## src/rtl/hazard_sched_ctrl_if.sv

```systemverilog
// rtl/hazard_sched_ctrl_if.sv - pipeline stage info in, forwarding/stall controls out
interface hazard_sched_ctrl_if;
   logic        id_valid;
   logic [4:0]  id_rs;
   logic [4:0]  id_rt;
   logic        id_use_rs;
   logic        id_use_rt;
   logic        ex_valid;
   logic [4:0]  ex_rd;
   logic        ex_reg_w_en;
   logic        ex_is_load;
   logic [4:0]  ex_alu_ctrl;
   logic        ex_redirect;
   logic        mem_valid;
   logic [4:0]  mem_rd;
   logic        mem_reg_w_en;
   logic        wb_valid;
   logic [4:0]  wb_rd;
   logic        wb_reg_w_en;
   logic [1:0]  fwd1_sel;
   logic [1:0]  fwd2_sel;
   logic        id_stall;
   logic        ex_bubble;
   logic        ex_hold;
   logic        flush_id;
   logic        md_busy;
   logic        md_done;
   logic [31:0] stall_cnt;

   modport master (
      output id_valid, id_rs, id_rt, id_use_rs, id_use_rt,
      output ex_valid, ex_rd, ex_reg_w_en, ex_is_load, ex_alu_ctrl, ex_redirect,
      output mem_valid, mem_rd, mem_reg_w_en, wb_valid, wb_rd, wb_reg_w_en,
      input  fwd1_sel, fwd2_sel, id_stall, ex_bubble, ex_hold, flush_id,
      input  md_busy, md_done, stall_cnt
   );

   modport slave (
      input  id_valid, id_rs, id_rt, id_use_rs, id_use_rt,
      input  ex_valid, ex_rd, ex_reg_w_en, ex_is_load, ex_alu_ctrl, ex_redirect,
      input  mem_valid, mem_rd, mem_reg_w_en, wb_valid, wb_rd, wb_reg_w_en,
      output fwd1_sel, fwd2_sel, id_stall, ex_bubble, ex_hold, flush_id,
      output md_busy, md_done, stall_cnt
   );
endinterface

```

## src/rtl/hazard_sched_ctrl.sv

```systemverilog
// rtl/hazard_sched_ctrl.sv - RV64 5-stage hazard/stall scheduler with mul/div EX sequencer
module hazard_sched_ctrl #(
   parameter int MUL_LAT = 3,
   parameter int DIV_LAT = 34,
   parameter int CNT_W   = 6
) (
   input logic                 clk,
   input logic                 reset,
   hazard_sched_ctrl_if.slave  bus
);
   typedef enum logic [1:0] {IDLE, BUSY, DONE} md_state_t;

   localparam logic [CNT_W-1:0] MUL_LOAD = CNT_W'(MUL_LAT - 2);
   localparam logic [CNT_W-1:0] DIV_LOAD = CNT_W'(DIV_LAT - 2);

   md_state_t        state_q, state_n;
   logic [CNT_W-1:0] cnt_q, cnt_n;
   logic [31:0]      stall_cnt_q;
   logic             is_mul, is_div, md_start;
   logic             hold_raw, busy_raw, done_raw;
   logic             ex_hold, lu, flush_id, id_stall;
   logic [CNT_W-1:0] load_val;

   function automatic logic [1:0] fwd_sel(
      input logic [4:0] src,
      input logic mem_v, input logic mem_w, input logic [4:0] mem_d,
      input logic wb_v,  input logic wb_w,  input logic [4:0] wb_d
   );
      if (mem_v && mem_w && mem_d != 5'd0 && mem_d == src)
         return 2'd1;
      else if (wb_v && wb_w && wb_d != 5'd0 && wb_d == src)
         return 2'd2;
      else
         return 2'd0;
   endfunction

   assign bus.fwd1_sel = fwd_sel(bus.id_rs, bus.mem_valid, bus.mem_reg_w_en, bus.mem_rd,
                                 bus.wb_valid, bus.wb_reg_w_en, bus.wb_rd);
   assign bus.fwd2_sel = fwd_sel(bus.id_rt, bus.mem_valid, bus.mem_reg_w_en, bus.mem_rd,
                                 bus.wb_valid, bus.wb_reg_w_en, bus.wb_rd);

   assign lu = bus.id_valid && bus.ex_valid && bus.ex_is_load && bus.ex_reg_w_en &&
               bus.ex_rd != 5'd0 &&
               ((bus.id_use_rs && bus.id_rs == bus.ex_rd) ||
                (bus.id_use_rt && bus.id_rt == bus.ex_rd));

   assign is_mul   = bus.ex_alu_ctrl >= 5'd19 && bus.ex_alu_ctrl <= 5'd22;
   assign is_div   = bus.ex_alu_ctrl >= 5'd23 && bus.ex_alu_ctrl <= 5'd30;
   assign md_start = bus.ex_valid && (is_mul || is_div);
   assign load_val = is_mul ? MUL_LOAD : DIV_LOAD;

   always_ff @(posedge clk) begin
      if (!reset) begin
         state_q <= IDLE;
         cnt_q   <= '0;
      end else begin
         state_q <= state_n;
         cnt_q   <= cnt_n;
      end
   end

   // cnt_q holds the BUSY cycles still to run; a zero load skips BUSY so LAT=2 still fits
   always_comb begin
      state_n  = state_q;
      cnt_n    = cnt_q;
      hold_raw = 1'b0;
      busy_raw = 1'b0;
      done_raw = 1'b0;
      case (state_q)
         IDLE: begin
            if (md_start) begin
               hold_raw = 1'b1;
               cnt_n    = load_val;
               state_n  = (load_val == '0) ? DONE : BUSY;
            end
         end
         BUSY: begin
            hold_raw = 1'b1;
            busy_raw = 1'b1;
            cnt_n    = cnt_q - 1'b1;
            if (cnt_q <= CNT_W'(1))
               state_n = DONE;
         end
         DONE: begin
            busy_raw = 1'b1;
            done_raw = 1'b1;
            state_n  = IDLE;
         end
         default: state_n = IDLE;
      endcase
   end

   // Reset abandons any mul/div in flight, so its controls are masked while reset is low
   assign ex_hold  = reset && hold_raw;
   assign flush_id = bus.ex_redirect && bus.ex_valid && !ex_hold;
   assign id_stall = (ex_hold || lu) && !flush_id;

   always_ff @(posedge clk) begin
      if (!reset)
         stall_cnt_q <= '0;
      else if (id_stall && stall_cnt_q != 32'hFFFF_FFFF)
         stall_cnt_q <= stall_cnt_q + 32'd1;
   end

   assign bus.ex_hold   = ex_hold;
   assign bus.flush_id  = flush_id;
   assign bus.id_stall  = id_stall;
   assign bus.ex_bubble = lu && !ex_hold && !flush_id;
   assign bus.md_busy   = reset && busy_raw;
   assign bus.md_done   = reset && done_raw;
   assign bus.stall_cnt = stall_cnt_q;
endmodule

```

## src/flat_wrapper.sv

```systemverilog
// flat-port wrapper written by rule: the top's interface ports become plain ports
module hazard_sched_ctrl_flat 
#(
   parameter int MUL_LAT = 3,
   parameter int DIV_LAT = 34,
   parameter int CNT_W   = 6
)
  (clk, reset, bus_id_valid, bus_id_rs, bus_id_rt, bus_id_use_rs, bus_id_use_rt, bus_ex_valid, bus_ex_rd, bus_ex_reg_w_en, bus_ex_is_load, bus_ex_alu_ctrl, bus_ex_redirect, bus_mem_valid, bus_mem_rd, bus_mem_reg_w_en, bus_wb_valid, bus_wb_rd, bus_wb_reg_w_en, bus_fwd1_sel, bus_fwd2_sel, bus_id_stall, bus_ex_bubble, bus_ex_hold, bus_flush_id, bus_md_busy, bus_md_done, bus_stall_cnt);
  hazard_sched_ctrl_if bus_i ();
  input logic clk;
  input logic reset;
  input wire logic [$bits(bus_i.id_valid)-1:0] bus_id_valid;
  input wire logic [$bits(bus_i.id_rs)-1:0] bus_id_rs;
  input wire logic [$bits(bus_i.id_rt)-1:0] bus_id_rt;
  input wire logic [$bits(bus_i.id_use_rs)-1:0] bus_id_use_rs;
  input wire logic [$bits(bus_i.id_use_rt)-1:0] bus_id_use_rt;
  input wire logic [$bits(bus_i.ex_valid)-1:0] bus_ex_valid;
  input wire logic [$bits(bus_i.ex_rd)-1:0] bus_ex_rd;
  input wire logic [$bits(bus_i.ex_reg_w_en)-1:0] bus_ex_reg_w_en;
  input wire logic [$bits(bus_i.ex_is_load)-1:0] bus_ex_is_load;
  input wire logic [$bits(bus_i.ex_alu_ctrl)-1:0] bus_ex_alu_ctrl;
  input wire logic [$bits(bus_i.ex_redirect)-1:0] bus_ex_redirect;
  input wire logic [$bits(bus_i.mem_valid)-1:0] bus_mem_valid;
  input wire logic [$bits(bus_i.mem_rd)-1:0] bus_mem_rd;
  input wire logic [$bits(bus_i.mem_reg_w_en)-1:0] bus_mem_reg_w_en;
  input wire logic [$bits(bus_i.wb_valid)-1:0] bus_wb_valid;
  input wire logic [$bits(bus_i.wb_rd)-1:0] bus_wb_rd;
  input wire logic [$bits(bus_i.wb_reg_w_en)-1:0] bus_wb_reg_w_en;
  output wire logic [$bits(bus_i.fwd1_sel)-1:0] bus_fwd1_sel;
  output wire logic [$bits(bus_i.fwd2_sel)-1:0] bus_fwd2_sel;
  output wire logic [$bits(bus_i.id_stall)-1:0] bus_id_stall;
  output wire logic [$bits(bus_i.ex_bubble)-1:0] bus_ex_bubble;
  output wire logic [$bits(bus_i.ex_hold)-1:0] bus_ex_hold;
  output wire logic [$bits(bus_i.flush_id)-1:0] bus_flush_id;
  output wire logic [$bits(bus_i.md_busy)-1:0] bus_md_busy;
  output wire logic [$bits(bus_i.md_done)-1:0] bus_md_done;
  output wire logic [$bits(bus_i.stall_cnt)-1:0] bus_stall_cnt;
  assign bus_i.id_valid = bus_id_valid;
  assign bus_i.id_rs = bus_id_rs;
  assign bus_i.id_rt = bus_id_rt;
  assign bus_i.id_use_rs = bus_id_use_rs;
  assign bus_i.id_use_rt = bus_id_use_rt;
  assign bus_i.ex_valid = bus_ex_valid;
  assign bus_i.ex_rd = bus_ex_rd;
  assign bus_i.ex_reg_w_en = bus_ex_reg_w_en;
  assign bus_i.ex_is_load = bus_ex_is_load;
  assign bus_i.ex_alu_ctrl = bus_ex_alu_ctrl;
  assign bus_i.ex_redirect = bus_ex_redirect;
  assign bus_i.mem_valid = bus_mem_valid;
  assign bus_i.mem_rd = bus_mem_rd;
  assign bus_i.mem_reg_w_en = bus_mem_reg_w_en;
  assign bus_i.wb_valid = bus_wb_valid;
  assign bus_i.wb_rd = bus_wb_rd;
  assign bus_i.wb_reg_w_en = bus_wb_reg_w_en;
  assign bus_fwd1_sel = bus_i.fwd1_sel;
  assign bus_fwd2_sel = bus_i.fwd2_sel;
  assign bus_id_stall = bus_i.id_stall;
  assign bus_ex_bubble = bus_i.ex_bubble;
  assign bus_ex_hold = bus_i.ex_hold;
  assign bus_flush_id = bus_i.flush_id;
  assign bus_md_busy = bus_i.md_busy;
  assign bus_md_done = bus_i.md_done;
  assign bus_stall_cnt = bus_i.stall_cnt;
  hazard_sched_ctrl #(.MUL_LAT(MUL_LAT), .DIV_LAT(DIV_LAT), .CNT_W(CNT_W)) u_core (.clk(clk), .reset(reset), .bus(bus_i));
endmodule
```

## config.mk

```make
export PLATFORM = sky130hd
export DESIGN_NAME = hazard_sched_ctrl_flat
export DESIGN_NICKNAME = d
export VERILOG_FILES = /design/src/rtl/hazard_sched_ctrl_if.sv /design/src/rtl/hazard_sched_ctrl.sv /design/src/flat_wrapper.sv
export SDC_FILE = /design/constraint.sdc
export NUM_CORES = 1
export LEC_CHECK = 0
export BUFFER_PORTS_ARGS = -buffer_cell sky130_fd_sc_hd__buf_2
export CAP_MARGIN = 25
export CORE_MARGIN = 5
export CORE_UTILIZATION = 40
export DETAILED_ROUTE_END_ITERATION = 12
export PLACE_DENSITY = 0.71
export SYNTH_ARGS = -nofsm -noshare
export SYNTH_HDL_FRONTEND = slang
export SYNTH_SLANG_ARGS = --single-unit
```

## constraint.sdc

```tcl
create_clock -name clk -period 2.4 [get_ports clk]
set_input_delay 0.24 -clock clk [delete_from_list [all_inputs] [get_ports clk]]
set_output_delay 0.24 -clock clk [all_outputs]
set_load 0.02 [all_outputs]
```

==> impl_metrics.tcl <==
set metrics [dict create \
    timing.rr.start "u_core.state_q[1]" \
    rows 30 \
    die_area_um2 8570 \
    grt_max_degree 28 \
    ys_ff_latch 40 \
    synthCells 338 \
    p_leak_nw 1.38 \
    worst_pin_slew_ns 0.541 \
    final_layout_size_suffix_gt1_share_pct 27.4 \
    worstRegToRegCells 10 \
    syn2layout_area_growth_pct 24.9 \
    hp-start "reset" \
    clockBufferDepth 2 \
    clk_pin_slew_worst_paths_ns 0.09 \
    rr_endpoint "u_core.bus.stall_cnt[27]" \
    wire_per_inst_um 15.6 \
    syn_area_um2 2730 \
    globalplace.congestion 0.835 \
    outcome "finished, final reports clean" \
    slew_headroom_pct 63.6 \
    grt_pass1_vias 2614 \
    maxCapViolations 0 \
    ys_types 41 \
    cts_max_level 2 \
    place_inst 493 \
    drt_iter0_drc 205 \
    drc 0 \
    finalHoldViolations 0 \
    grt_pass1_wl_um 12600 \
    core_um2 6720 \
    clk-insertion-delay-late_ns 0.30 \
    antenna_found_initial 0 \
    yosysSeqAreaShare_pct 29.3 \
    cp.required_ns 2.63 \
    cellPowerDensity_nw_per_um2 441 \
    port_buffers 84 \
    startpoint_type "register" \
    critPathArrivalTime_ns 2.53 \
    wl_um 7850 \
    cts.sinks 40 \
    dieHeight_um 92.6 \
    holdPathStages 3 \
    maxSlewViolCount 0 \
    finalCritPeriodShare_pct 96.0 \
    initial_core_util_pct 40.6 \
    min_path_type "in2reg" \
    timing.hold.ws_ns 0.313 \
    finalSetupViolCount 0 \
    crit_type "reg2reg" \
    dr.pass1.iters 4 \
    place_ws_ns 0.187 \
    finClkSkew_ns 0.0141 \
    io_pins 85 \
    min_period_ns 2.30 \
    nets 473 \
    endpoint_kind "register" \
    vias_per_cell 5.71 \
    antenna_left 0 \
    synth_nets 387 \
    cts_hold_buf 0 \
    cts_tree "built" \
    dieWidth_um 92.6 \
    fillerInstances 654 \
    via_count 2879 \
    cts_buffers 5 \
    final.setup.worst_slack_ns 0.0965 \
    ff2ff_setup_slack_ns 0.1 \
    path_max_fanout 20 \
    hpwl_um 5750 \
    root_buffer "clkbuf_8" \
    yosysWarnings 0 \
    diodes 0 \
    worstHoldEndpoint "u_core.bus.stall_cnt[19]" \
    grt_overflow_total 0 \
    ir_drop_mv 0.251 \
    timing.fmax_mhz 434 \
    track_usage_pct 17.8 \
    layout.cells.non_filler 504 \
    synth.avg_cell_area_um2 8.07 \
]
## cell usage after synthesis (all sizes together)
cell type / number / area, um2
nand2b: 12 / 75.1
clkbuf: 10 / 37.5
nand2: 26 / 97.6
nor3: 6 / 35.0
nor4: 9 / 56.3
o311ai: 2 / 17.5
nor2: 13 / 48.8
ha: 6 / 75.1
o41ai: 3 / 26.3
o31ai: 14 / 105
mux2i: 11 / 110
buf: 8 / 61.3
inv: 15 / 56.3
and4: 8 / 75.1
or4: 15 / 113
a21o: 1 / 7.51
o211ai: 7 / 52.6
and2: 5 / 31.3
dfxtp: 40 / 801
nor3b: 2 / 15.0
a32oi: 3 / 26.3
o2111ai: 1 / 8.76
a211oi: 1 / 7.51
xnor2: 18 / 158
nand3b: 1 / 7.51
a21oi: 21 / 105
o21ai: 10 / 50.1
or3b: 1 / 8.76
xor2: 16 / 140
a211o: 1 / 8.76
o22ai: 1 / 6.26
or3: 9 / 56.3
a221oi: 1 / 8.76
nand4: 13 / 81.3
and3: 7 / 53.8
nand3: 21 / 105
## cell type report
cell class / instances / area [um2] / share of cell area (%)
Inverter: 15 / 56.3 / 1.65
Sequential cell: 40 / 802 / 23.5
Timing Repair Buffer: 97 / 573 / 16.8
Tap cell: 80 / 100 / 2.94
Clock inverter: 2 / 12.5 / 0.367
Multi-Input combinational cell: 265 / 1800 / 52.7
Clock buffer: 5 / 68.8 / 2.02
## power by group
group          internal [W]  switching [W]  total [W]
registers          0.000683      0.0000179   0.000701
logic              0.000167       0.000197   0.000364
clock network      0.000197       0.000240   0.000437
total               0.00105       0.000455    0.00150
## worst max path at each step
stage | from | end | slack [ns] | cells past startpoint
finish | u_core.state_q[1] | u_core.bus.stall_cnt[27] | 0.1 | 10
global placement | u_core.state_q[0] | u_core.bus.stall_cnt[4] | 0.30 | 10
global route | u_core.state_q[1] | u_core.bus.stall_cnt[27] | -0.04 | 10
floorplan | u_core.state_q[0] | u_core.bus.stall_cnt[4] | 0.24 | 10
detailed placement | u_core.state_q[0] | u_core.bus.stall_cnt[4] | 0.19 | 10
CTS | u_core.state_q[0] | bus_id_stall | 0.03 | 9
## logic make-up after synthesis
group	share of synthesized area, %
compound gates	15.8
xor+xnor	10.9
fa+ha+maj	2.75
buf+inv	5.69
flops	29.3
mux	4.04
simple gates	31.5
## registers in the layout, indices dropped and copies added (netlist names)
name and cells:
u_core.state_q 2, u_core.cnt_q 6, u_core.bus.stall_cnt 32
## critical path, stage by stage (launching register included)
cell,delay [ns]
dfxtp_1,0.32
inv_1,0.10
ha_2,0.21
and4_1,0.19
a32oi_2,0.15
inv_2,0.12
a21oi_4,0.05
buf_4,0.18
bufbuf_16,0.28
or4_1,0.50
a21oi_1,0.15
## what timing repair did
action | in CTS | in global routing
buffers inserted | 0 | 2
pin swaps | 1 | 1
gates resized for setup | 3 | 3
setup endpoints to repair | 1 | 1
cloned | 1 | 1
## metrics by stage
step                      TNS [ns]  cell area (um2)  power [W]  util, %
after floorplan                  0             2730   0.000919        -
after global placement           0             3230    0.00103     48.1
after detailed placement         0             3230    0.00104     48.1
after CTS                        0             3360    0.00149     50.1
after global routing       -0.0361             3410    0.00158     50.7
final                            0             3410    0.00150     50.7
## layer usage
| metal | part of all wire (%) | track usage [%] | up-vias | routed length (um) |
|---|---|---|---|---|
| met5 | 0 | 0 | - | 0 |
| met4 | 0.82 | 4.46 | 0 | 64 |
| met1 | 46 | 24.1 | 1354 | 3650 |
| met2 | 46 | 28.5 | 91 | 3590 |
| met3 | 7.0 | 3.82 | 5 | 551 |
| li1 | - | - | 1429 | - |
## placed cells by master (no fill, tap or decap), types with 10 or more instances in the layout
cell type | netlist | final
o31ai_1 | 14 | 14
mux2i_1 | 11 | 11
a21oi_1 | 21 | 20
nand3_1 | 21 | 21
nand2_1 | 26 | 26
nand2b_1 | 12 | 12
buf_2 | 4 | 84
o21ai_0 | 10 | 10
or4_1 | 15 | 15
xor2_1 | 16 | 16
nor2_1 | 13 | 13
xnor2_1 | 18 | 18
dfxtp_1 | 40 | 39
buf_4 | 1 | 10
inv_1 | 15 | 14
nand4_1 | 13 | 13
(Power assumes the default switching activity.)
